--- src/rtl/branch_pkg.sv ---
// Shared definitions for the branch/jump resolution unit: instruction IDs,
// default datapath width and the branch-kind classification.
package branch_pkg;

    localparam int DEFAULT_WIDTH = 32;

    localparam int ID_BEQ  = 15;
    localparam int ID_BNE  = 16;
    localparam int ID_BGT  = 17;
    localparam int ID_BGTE = 18;
    localparam int ID_BLE  = 19;
    localparam int ID_BLEQ = 20;
    localparam int ID_J    = 21;
    localparam int ID_JR   = 22;
    localparam int ID_JAL  = 23;

    // Number of consecutive IDs handled, starting at the base ID
    localparam int ID_COUNT = 9;

    typedef enum logic [2:0] {
        EQ,
        NE,
        GT,
        GE,
        LT,
        LE,
        JUMP,
        NONE
    } branch_kind_e;

    // Maps an offset from the base ID to the kind of control-flow change
    function automatic branch_kind_e kind_from_offset(input logic [3:0] offset);
        branch_kind_e kind;
        case (offset)
            4'd0:    kind = EQ;
            4'd1:    kind = NE;
            4'd2:    kind = GT;
            4'd3:    kind = GE;
            4'd4:    kind = LT;
            4'd5:    kind = LE;
            4'd6,
            4'd7,
            4'd8:    kind = JUMP;
            default: kind = NONE;
        endcase
        return kind;
    endfunction

endpackage

--- src/rtl/branch_compare.sv ---
// Signed two's-complement comparator producing equal / less / greater flags.
module branch_compare
    import branch_pkg::*;
#(
    parameter int WIDTH = DEFAULT_WIDTH
) (
    input  logic [WIDTH-1:0] rs,
    input  logic [WIDTH-1:0] rt,
    output logic             eq,
    output logic             lt,
    output logic             gt
);

    // Flags are derived from a signed interpretation of both operands
    always_comb begin
        eq = (rs == rt);
        lt = ($signed(rs) < $signed(rt));
        gt = ($signed(rs) > $signed(rt));
    end

endmodule

--- src/rtl/branch_top.sv ---
// Branch/jump resolution for the execute stage: decodes the instruction ID,
// selects the branch offset or jump target, and keeps a sticky flag for
// unsupported IDs.
module branch_top
    import branch_pkg::*;
#(
    parameter int WIDTH  = branch_pkg::DEFAULT_WIDTH,
    parameter int ID_BEQ = branch_pkg::ID_BEQ
) (
    input  logic             clk,
    input  logic             reset,
    input  logic [WIDTH-1:0] pc_in,
    input  logic [WIDTH-1:0] ir,
    input  logic [WIDTH-1:0] ID,
    input  logic [WIDTH-1:0] rs,
    input  logic [WIDTH-1:0] rt,
    input  logic [WIDTH-1:0] rd,
    output logic [WIDTH-1:0] out,
    output logic             warn_signal
);

    localparam logic [WIDTH-1:0] ID_BASE  = WIDTH'(ID_BEQ);
    localparam logic [WIDTH-1:0] ID_LAST  = WIDTH'(ID_COUNT - 1);

    logic [WIDTH-1:0] id_offset;
    logic             id_valid;
    branch_kind_e     kind;
    logic             eq;
    logic             lt;
    logic             gt;
    logic             taken;

    // pc_in and ir travel with the instruction but never influence the result
    logic unused_inputs;
    assign unused_inputs = ^{pc_in, ir};

    branch_compare #(
        .WIDTH (WIDTH)
    ) u_compare (
        .rs (rs),
        .rt (rt),
        .eq (eq),
        .lt (lt),
        .gt (gt)
    );

    // Decode the ID into a branch kind; anything outside the handled range is NONE
    always_comb begin
        id_offset = ID - ID_BASE;
        id_valid  = (ID >= ID_BASE) && (id_offset <= ID_LAST);
        kind      = NONE;
        if (id_valid) begin
            kind = kind_from_offset(id_offset[3:0]);
        end
    end

    // Resolve the branch condition and select offset, target or zero
    always_comb begin
        taken = 1'b0;
        out   = '0;
        case (kind)
            EQ:      taken = eq;
            NE:      taken = !eq;
            GT:      taken = gt;
            GE:      taken = !lt;
            LT:      taken = lt;
            LE:      taken = !gt;
            default: taken = 1'b0;
        endcase
        if (!reset) begin
            if (kind == JUMP) begin
                out = rs;
            end else if (taken) begin
                out = rd;
            end
        end
    end

    // Sticky unsupported-ID flag, cleared only by reset
    always_ff @(posedge clk or posedge reset) begin
        if (reset) begin
            warn_signal <= 1'b0;
        end else if (!id_valid) begin
            warn_signal <= 1'b1;
        end
    end

endmodule

--- config.mk ---
export PLATFORM = sky130hd
export DESIGN_NAME = branch_top
export DESIGN_NICKNAME = d
export VERILOG_FILES = /design/src/rtl/branch_pkg.sv /design/src/rtl/branch_compare.sv /design/src/rtl/branch_top.sv
export SDC_FILE = /design/constraint.sdc
export NUM_CORES = 1
export LEC_CHECK = 0
export CAP_MARGIN = 15
export CORE_MARGIN = 5
export CORE_UTILIZATION = 30
export DETAILED_ROUTE_END_ITERATION = 12
export PLACE_DENSITY = 0.79
export SETUP_SLACK_MARGIN = 0.4
export SYNTH_ARGS = -nofsm -noshare
export SYNTH_HDL_FRONTEND = slang
export SYNTH_SLANG_ARGS = --single-unit
--- constraint.sdc ---
create_clock -name clk -period 4.35 [get_ports clk]
set_input_delay 0.87 -clock clk [delete_from_list [all_inputs] [get_ports clk]]
set_output_delay 0.87 -clock clk [all_outputs]
set_load 0.005 [all_outputs]
==> results by stage, run 1 <==
Worst setup path:
- Traced cell by cell, the critical path runs through buf_6, ha_4, nand2_4, buf_4, buf_4, buf_4, nor2_1, nand2_1, a21oi_1, nor3_2, o21ai_1, o211ai_1, buf_4, buf_12, buf_16, buf_4, a32o_1, buf_2.
- For this run, the slowest stage of the critical path takes approximately 0.27 ns.
- The worst register-to-register path ends at warn_signal$_DFFE_PP0N_.
- The worst setup path is of the in -> out kind.
- The data arrival time of the worst path is ~3.5 ns.
- The library cell contributing the largest single delay on the critical path is ha_4.
- Across all register-to-register paths, the minimum setup slack is 3.32 ns.
- The length in cells of the worst reg-to-reg path is 1.
- The dominant cell type by count on the critical path is buf_4.
- The endpoint class of the critical path is a primary output.
- The required time reported for the critical path endpoint is ~3.5 ns.
- The critical register-to-register path startpoint is warn_signal$_DFFE_PP0N_.
- The maximum fanout count along the critical path is 3.
- The launching element type of the critical path is a primary input.

Timing:
- The worst slew slack as a fraction of its limit is 78.85%.
- The maximum clock frequency is 229.9 MHz.
- The number of max-slew violations in the final report is 0.
- Counting I/O delays and the setup requirement, the final critical path takes roughly 4.3 ns.
- The hold violation count in the final report came to 0.
- In the final timing run, aggregate negative setup slack is 0 ns.
- Setup repair after global routing could not meet its margin everywhere.
- Setup violations remaining at the end of the flow were counted as 0.
- The worst-margin pin slew is about 0.32 ns.
- Between clock sinks in the finished design, the worst skew comes to 0 ns.
- Of the available clock period, the critical path in the final layout requires about 100%.

Placed design:
- The port buffer count is between 150 and 200.
- The last weighted congestion value of the routability-driven placer is approximately 0.84.
- The cell count after placement is roughly 650.
- The sum of net half-perimeters after detailed placement is 8073 µm.

Synth:
- When the netlist entered floorplanning its net count stood at around 560.
- The number of flops mapped to enable cells by yosys is 0.
- The fraction of the yosys area taken by sequential cells is 1.134%.
- After synthesis the netlist holds a flip-flop and latch count of 1.
- A synthesized cell averages roughly 6.7 µm².
- The post-synthesis mux area share is 0%.
- The number of warnings printed during yosys synthesis is 0.
- The cell count after synthesis is about 330.
- The mapped cell area is about 2200 µm².
- The share of async-settable or async-resettable flops after synthesis is 100.0%.
- In the synthesized netlist the dominant register cell turns out to be dfrtp_1.
- After Yosys synthesis, XOR and XNOR cells account for under 10% of the synthesized area.
- The simple-gate portion of the synthesized area is a little under a third.
- By area, the combinational part of the netlist is dominated by simple AND/OR/NAND/NOR gates.
- Summing the areas of all compound-gate instances in the mapped netlist gives between 20 and 30% of the synthesized area.
- Of the total synthesized cell area, the portion taken by full adders, half adders and majority gates is between 10% and 20%.
- The number of library cell types mapped by synthesis is between 50 and 60.

Finish:
- In the final layout, the share of cells above drive strength 1 is a little over half.
- After filler insertion, the fill cell instance count of the layout stands at about 500.
- The repair_antennas step left the layout with diodes totalling 0.
- In the final design database the tool counted approximately 830 nets.
- The largest registers in the layout are warn_signal x1.
- The register containing the most flip-flops in the final layout is warn_signal.
- Compared with the post-synthesis result, the final layout area differs by 147.2%.
- The final cell count without fillers is just under 700.
- The number of flip-flops in the largest register is 1.

Detailed routing:
- The number of iterations in the first detailed-routing pass is 5.
- The total number of vias is 3,648.
- For this block, the initial DRC count from the detailed router was roughly 160.
- The count of nets left with antenna violations after detail routing is 0.
- The routed wire length per instance is 18.36 µm.
- In the routed design, unresolved DRC markers number 0.
- The number of vias per cell after detailed routing is roughly 5.3.
- The final layout contains routed wiring with a total length of roughly 13,000 µm.

Floorplan:
- The horizontal die dimension is approximately 96 µm.
- In this run the count of I/O pins placed on the die edge is 227.
- The floorplan die area is ~9200 µm².
- In this run the vertical extent of the chip is about 96 µm.
- The starting density of the core is 30.59%.
- The total number of placement rows is 31.
- The total area inside the core boundary comes to 7214 µm².

Power and ir drop:
- Net switching is about two fifths of the power.
- The share of total power dissipated in the clock network is 0%.
- The relative contribution of combinational cells to total power is between 90 and 100%.
- The analysis attributes to cell leakage a power of 2.549 nW.
- The portion of total power attributed to sequential cells is 1.7%.
- The internal power of the cells totals between 0.3 and 0.4 mW.
- The switching power total is 0.2285 mW.
- The total power is ~0.55 mW.
- The power per cell area is slightly above 100 nW/µm².
- The peak supply drop is between 0.00006 and 0.00007 V.

Min path:
- The hold-critical path depth is 1.
- The startpoint of the worst hold path is warn_signal$_DFFE_PP0N_.
- The worst hold path terminates at warn_signal$_DFFE_PP0N_.
- The path class of the tightest hold or removal check is reg -> reg.

Global routing:
- The via count of the first global-routing pass was around 3,900.
- For met2 alone, demand over resource in global routing was 50.20%.
- The number of antenna violations at the first check in global routing came to 0.
- The first-pass GRT wire length is between 15,000 and 20,000 µm.
- Entering global routing, the biggest net connects 33 pins.
- The total overflow left after global routing is 0.
- In the global route stage, met3 resource usage came out at 3.909%.
- The global-route track usage on met1 is a little over a quarter.
- The busiest metal layer after global routing is met2.
- For this run, the total global-route usage over all layers was measured as between 20% and 30%.

Clock tree:
- The clock-pin slew reported for the worst setup and hold paths after clock tree synthesis is 0 ns.
- For the worst-skew pair, the clock arrives at the later sink with an insertion delay of 0 ns.
- The number of hold buffers added after CTS was 0.

Flow run:
- The tool flagged a number of max-cap violations equal to 0.

Outcome:
- The flow ran to the end, and the final reports show no timing, DRC or antenna violations.
-- worst max path at each step --
stage | start | end | slack, ns | cells past startpoint
finish | rs[31] | out[23] | 0.0009 | 18
global route | ID[9] | out[18] | -0.12 | 14
CTS | rs[14] | out[16] | 0.09 | 14
detailed placement | rt[25] | out[16] | -0.72 | 14
global placement | rt[25] | out[15] | -0.67 | 14
floorplan | rt[31] | out[10] | 0.47 | 11
-- cell usage in the layout (no fill, tap or decap), types with 6 or more instances in the layout --
| cell | synthesis | layout |
|---|---|---|
| buf_4 | 0 | 81 |
| buf_2 | 3 | 52 |
| buf_6 | 1 | 47 |
| nor2_1 | 49 | 46 |
| clkdlybuf4s50_1 | 0 | 42 |
| inv_1 | 69 | 40 |
| a32o_1 | 32 | 29 |
| inv_2 | 0 | 28 |
| ha_4 | 0 | 28 |
| dlygate4sd2_1 | 0 | 21 |
| nand2_1 | 15 | 14 |
| a21oi_1 | 14 | 11 |
| buf_12 | 0 | 11 |
| nand4_1 | 10 | 10 |
| clkdlybuf4s15_2 | 0 | 7 |
| o21ai_0 | 8 | 6 |
| clkdlybuf4s15_1 | 0 | 6 |
-- critical path: cells and delay by family --
family                     cells  cell delay (ns)
adders and majority gates      1             0.27
buffers and inverters          9             1.17
and+or+nand+nor                4             0.34
AOI/OAI and AO/OA              4             0.82
-- power groups by stage --
stage,combinational (mW),sequential (mW),clock (mW)
after global routing,0.577,0.00947,0
after detailed placement,0.350,0.00947,0
final,0.541,0.00947,0
after floorplan,0.126,0.00947,0
after CTS,0.493,0.00947,0
after global placement,0.338,0.00947,0
-- what timing repair did --
action,CTS,global route
gates cloned,8,0
pin swaps,84,36
setup buffers,28,11
resized for setup,533,50
setup endpoints to repair,32,32
-- kinds of logic after synthesis --
kind of cell	Yosys count
DFF	1
buffers and inverters	82
adders and majority gates	35
AOI/OAI and AO/OA	77
and+or+nand+nor	122
xor gates and xnor gates	10
-- routing by layer --
| metal | vias up | wire length, µm |
|---|---|---|
| met2 | 150 | 6787 |
| li1 | 1725 | - |
| met4 | 0 | 431 |
| met5 | - | 0 |
| met3 | 38 | 753 |
| met1 | 1735 | 4748 |
-- synth_stat cells (4+ instances only) --
| cell | number | area [µm²] |
|---|---|---|
| a32o_1 | 32 | 320.3 |
| clkbuf_1 | 6 | 22.52 |
| nor3_1 | 8 | 40.04 |
| nand4_1 | 10 | 62.56 |
| nor4_1 | 6 | 37.54 |
| a21oi_1 | 14 | 70.07 |
| nor2_1 | 49 | 183.9 |
| o21ai_0 | 8 | 40.04 |
| xor2_1 | 4 | 35.03 |
| xnor2_1 | 5 | 43.79 |
| ha_1 | 35 | 437.9 |
| o21ai_1 | 4 | 20.02 |
| nand2_1 | 15 | 56.30 |
| inv_1 | 69 | 259.0 |
| nand3_1 | 7 | 35.03 |
-- metrics by stage --
stage                     area, µm²  util (%)  setup slack [ns]  hold slack, ns
final                          5455     75.62         0.0009384          0.4849
after global routing           5455     75.62           -0.1183          0.5052
after CTS                      5296     73.41           0.09177          0.4940
after detailed placement       4408     61.10           -0.7234          0.4940
after global placement         4408     61.10           -0.6680          0.4551
after floorplan                2207         -            0.4746          0.4655
-- area by class of cell --
cell class | instances | area [µm²] | share of cell area (%)
inverter | 69 | 261.5 | 4.794
multi-input combinational | 244 | 2466 | 45.21
sequential | 1 | 25.02 | 0.4587
tap | 99 | 123.9 | 2.271
timing repair buffer | 280 | 2579 | 47.27
Power figures use the tool's default switching activity.
==> run 2, diff against run 1 <==
--- a/config.mk
+++ b/config.mk
@@ -5,7 +5,6 @@
 export SDC_FILE = /design/constraint.sdc
 export NUM_CORES = 1
 export LEC_CHECK = 0
-export CAP_MARGIN = 15
 export CORE_MARGIN = 5
 export CORE_UTILIZATION = 30
 export DETAILED_ROUTE_END_ITERATION = 12
==> results of run 2 <==
No change in the layout: final DEF, timing and power equal those of run 1.
==> RTL edit 1: new RTL, flow settings as in run 2 <==
Change the package constant `DEFAULT_WIDTH` from 32 to 36.
--- a/src/rtl/branch_pkg.sv
+++ b/src/rtl/branch_pkg.sv
@@ -2,7 +2,7 @@
 // default datapath width and the branch-kind classification.
 package branch_pkg;
 
-    localparam int DEFAULT_WIDTH = 32;
+    localparam int DEFAULT_WIDTH = 36;
 
     localparam int ID_BEQ  = 15;
     localparam int ID_BNE  = 16;
Ports: changed (7 resized); port bits go from 227 to 255. The function was not compared with the original's and may differ.
==> RTL edit 1 against run 2 <==
- the flow now finishes with violations (setup timing)
- worst setup slack lost 0.30 ns
- synthesized area grew 11%
- combinational power grew 13%
- wire length grew 46%
- power grew 13%
- cell area grew 17%
- sequential cell count is the same
- critical path type unchanged
- critical endpoint is now out[24]
- highest routed layer unchanged
==> RTL edit 1: results (changes against run 2) <==
Route
  – Starting DRT DRC Count: 270 (was 155)
  – Total wire length: 18.5 mm (was 12.7 mm)
  – Vias/cell: 6.13 (was 5.26)
  – DR WL met2: 9.15 mm (was 6.79 mm)
  – Met1 WL: 6.20 mm (was 4.75 mm)

Setup path
  – Data arrival, critical path: 3.78 ns (was 3.48 ns)
  – Worst setup path start: rt[16] (was rs[31])
  – FF-to-FF setup slack: 3.48 ns (was 3.32 ns)
  – Max incr delay on CP: 0.37 ns (was 0.27 ns)
  – Path depth of the worst reg2reg path: 2 (was 1)

Run status
  – Failing checks: setup timing
  – Outcome: finished with violations (was complete, no violations)

STA
  – Final Setup Violations: 36 (was 0)
  – Hold slack: 0.537 ns (was 0.485 ns)
  – Slew @ Worst Pin: 0.409 ns (was 0.317 ns)
  – Post-route worst setup slack: -0.300 ns (was 0.000938 ns)

Power and ir drop
  – Max IR drop VDD: 0.0000543 V (was 0.0000614 V)
  – Pleak: 3.02 nW (was 2.55 nW)
  – Switching share of power: 44.5% (was 41.5%)

Logic synthesis
  – Post-synthesis sequential area ratio: 1.02% (was 1.13%)
  – Synth unique cells: 59 (was 51)
  – Post-synthesis mux area share: 0.407% (was 0%)
  – Net count after synthesis: 606 (was 556)
  – Adder-Cell Fraction of Synth Area: 19.8% (about the same)
  – Avg Inst Size Synth: 7.04 µm² (was 6.75 µm²)

Hold path
  – Worst Hold Depth: 2 (was 1)

Finish
  – Fill count: 488 (was 499)
  – Net count reported at finish: 916 (was 825)

Place
  – Post-detail-place hpwl: 9.53 mm (was 8.07 mm)
  – GPL Wtd Cong: 0.927 (was 0.841)
  – Setup slack at placement: -0.643 ns (was -0.723 ns)
  – Placed Area: 0.00502 mm² (was 0.00441 mm²)

Global route
  – First-pass GRT wire length: 23.9 mm (was 18.5 mm)
  – Vias in the first global route: 4741 (was 3875)

Clock tree
  – Post-CTS sizing: 550 (was 533)
  – Post-CTS setup buffer count: 36 (was 28)
-- RTL edit 1: changes by cell type after synthesis, sizes merged, moves of 5 or more --
cell,change
nand2,+32
buf,+5
inv,-30
nor2,-31
nor3,+36
-- RTL edit 1: power groups by stage --
stage	Clock, W	Combinational (W)	Sequential, W
after floorplan	0	0.000137	0.00000947
after global placement	0	0.000382	0.00000947
after detailed placement	0	0.000393	0.00000947
after CTS	0	0.000506	0.00000947
after global routing	0	0.000637	0.00000947
final	0	0.000611	0.00000947
-- RTL edit 1: final cells by class --
class | count | area, µm² | share of cell area, %
repair buffers | 330 | 3030 | 47.7
multi-input cells | 287 | 3020 | 47.5
inverters | 39 | 149 | 2.34
well taps | 105 | 131 | 2.06
flip-flops and latches | 1 | 25.0 | 0.393
-- RTL edit 1: stage by stage --
stage | setup TNS [ns] | power, W
floorplan | 0 | 0.000147
global placement | -19.64 | 0.000392
detailed placement | -21.65 | 0.000403
CTS | 0 | 0.000516
global route | -7.23 | 0.000646
finish | -5.66 | 0.000621
==> RTL edit 2: new RTL, config.mk and constraints of run 2 <==
Without the edit above. Reset style: synchronous (`reset`), changed in one clocked block.
--- a/src/rtl/branch_top.sv
+++ b/src/rtl/branch_top.sv
@@ -77,7 +77,7 @@
     end
 
     // Sticky unsupported-ID flag, cleared only by reset
-    always_ff @(posedge clk or posedge reset) begin
+    always_ff @(posedge clk) begin
         if (reset) begin
             warn_signal <= 1'b0;
         end else if (!id_valid) begin
Formal check against the unedited RTL: differs if reset is asserted again (counterexample within 4 cycles, from zero or initial values and one cycle with reset high); with reset held inactive, the same outputs for 10 cycles.
==> RTL edit 2 against run 2 <==
- power is 23% lower
- the run now ends with setup timing left
- register-to-register slack better by 0.27 ns
- worst setup slack worse by 0.19 ns
- critical endpoint is now out[17]
- clock skew stayed put
- core utilization is 2.0 points lower
- synthesized area is 2.9% lower
- wire length is 7.4% lower
- critical path depth is 4 lower
- sequential share of layout area is 0.063 points lower
- cell area is 7.4% lower
- sequential cell count stayed put
==> RTL edit 2: results (changes against run 2) <==
Logic synthesis
  – Net count after synthesis: 525 (was 556)
  – Async SR Flop Fraction: 0% (was 100%)
  – Post-synthesis sequential area ratio: 0.934% (was 1.13%)
  – Post-synth top flop: dfxtp_1 (was dfrtp_1)
  – Synthesis warning total: 0 (unchanged)
  – Most common library cells after synthesis: inv_1, ha_1, and3_1, a22o_1, a21oi_1 (was inv_1, nor2_1, ha_1, a32o_1, nand2_1)
  – Synth area leaders: ha_1, a22o_1, and3_1 (was ha_1, a32o_1, inv_1)
  – Synth unique cells: 55 (was 51)

Place
  – IO Port Bufs: 162 (unchanged)
  – Post-detail-place hpwl: 7.61 mm (was 8.07 mm)
  – Placed Area: 0.00426 mm² (was 0.00441 mm²)
  – GPL Wtd Cong: 0.850 (was 0.841)

Clock tree
  – Clk slew on worst S/H paths: 0 ns (about the same)
  – Clock network latency to the later pin of the worst-skew pair: 0 ns (about the same)

Setup path
  – Path depth of the worst reg2reg path: 2 (was 1)
  – Start of the worst register-to-register path: warn_signal (unchanged)
  – Critical path fanouts, max: 4 (was 3)
  – Max incr delay on CP: 0.43 ns (was 0.27 ns)
  – Data arrival, critical path: 3.67 ns (was 3.48 ns)
  – FF-to-FF setup slack: 3.59 ns (was 3.32 ns)
  – Crit Reg-Reg Endpoint: warn_signal (unchanged)
  – Critical-path top delay cell: clkdlybuf4s50_1 (was ha_4)

Finish
  – Top flop regs: warn_signal: 1 flops (unchanged)
  – Proportion of layout cells with a drive suffix above 1: 41.9% (was 53.5%)
  – Net count reported at finish: 773 (was 825)
  – Fill count: 487 (was 499)

Route
  – Vias/cell: 5.46 (was 5.26)
  – Total wire length: 11.8 mm (was 12.7 mm)
  – Starting DRT DRC Count: 107 (was 155)
  – First drt pass iteration count: 4 (was 5)

STA
  – Post-route worst setup slack: -0.185 ns (was 0.000938 ns)
  – Setup TNS Final: -3.96 ns (was 0 ns)
  – Clock Skews: 0 ns (unchanged)
  – Final Setup Violations: 32 (was 0)
  – Slew @ Worst Pin: 0.376 ns (was 0.317 ns)
  – Hold slack: 0.482 ns (was 0.485 ns)

Global route
  – Vias in the first global route: 3604 (was 3875)
  – Total Routing Usage GR: 23.2% (was 25.1%)
  – First-pass GRT wire length: 17.1 mm (was 18.5 mm)
  – Initial antenna violation count: 0 (unchanged)
  – Largest net degree at the start of global routing: 35 (was 33)

Power and ir drop
  – Pleak: 2.50 nW (was 2.55 nW)
  – Max IR drop VDD: 0.0000689 V (was 0.0000614 V)

Run status
  – Outcome: finished with violations (was complete, no violations)
  – Failing checks: setup timing

Hold path
  – Worst hold path type: flip-flop to flip-flop (unchanged)
  – Worst hold path endpoint: warn_signal (unchanged)
  – Worst Hold Depth: 2 (was 1)
  – HP Start: warn_signal (unchanged)
==> RTL edit 2: worst max path at each step <==
| stage | startpoint | to | slack, ns | depth (start not counted) |
|---|---|---|---|---|
| after floorplan | ID[0] | out[10] | 0.40 | 11 |
| after global placement | ID[0] | out[16] | -0.67 | 12 |
| after detailed placement | ID[0] | out[6] | -0.76 | 12 |
| after CTS | ID[1] | out[7] | -0.19 | 16 |
| after global routing | ID[31] | out[7] | -0.26 | 15 |
| final | ID[31] | out[17] | -0.19 | 14 |
==> RTL edit 2: report_power, final <==
group / internal [W] / switching [W] / leakage (nW)
clock: 0.0000000000308 / 0 / 0.00000634
combinational: 0.000232 / 0.000179 / 2.49
sequential: 0.00000987 / 0.000000287 / 0.00844
==> RTL edit 2: area by class of cell <==
cell class / count / area [µm²] / area share, %
well taps: 96 / 120 / 2.38
diodes: 1 / 2.50 / 0.0495
repair buffers: 261 / 2410 / 47.8
multi-input cells: 244 / 2360 / 46.7
inverters: 36 / 135 / 2.67
flip-flops and latches: 1 / 20.0 / 0.396
==> RTL edit 2: cells by family after synthesis <==
kind of cell               after synthesis  synth area share [%]
and+or+nand+nor                        117                  33.2
AOI/OAI and AO/OA                       84                  29.7
buffers and inverters                   51                  12.4
adders and majority gates               36                  21.0
xor gates and xnor gates                 7                  2.86
DFF                                      1                 0.934
==> RTL edit 2: worst max-delay path: cells and delay by family <==
kind            cells  cell delay, ns
compound gates      4            0.73
buf+inv             6            1.02
simple gates        4            1.05
==> RTL edit 2: layer usage <==
metal	vias to the layer above	wire, µm	track usage [%]	part of all wire (%)
met5	-	0	0	0
met4	0	229	4.81	1.9
met3	25	1050	3.75	8.9
met2	202	6030	45.7	51
met1	1643	4470	25.8	38
li1	1617	-	-	-
==> RTL edit 2: what timing repair did <==
action                                  CTS  global route
cloned                                    5             0
setup buffers                            29             3
resized for setup                       274            64
endpoints found under the setup margin   32            32
pin swaps                                62            36
hold buffers                              0             0
==> RTL edit 2: per-stage QoR <==
step	power [W]	setup WS, ns	cells
floorplan	0.000123	0.400	296
global placement	0.000315	-0.669	601
detailed placement	0.000323	-0.756	601
CTS	0.000390	-0.185	635
global route	0.000449	-0.263	638
finish	0.000421	-0.185	639
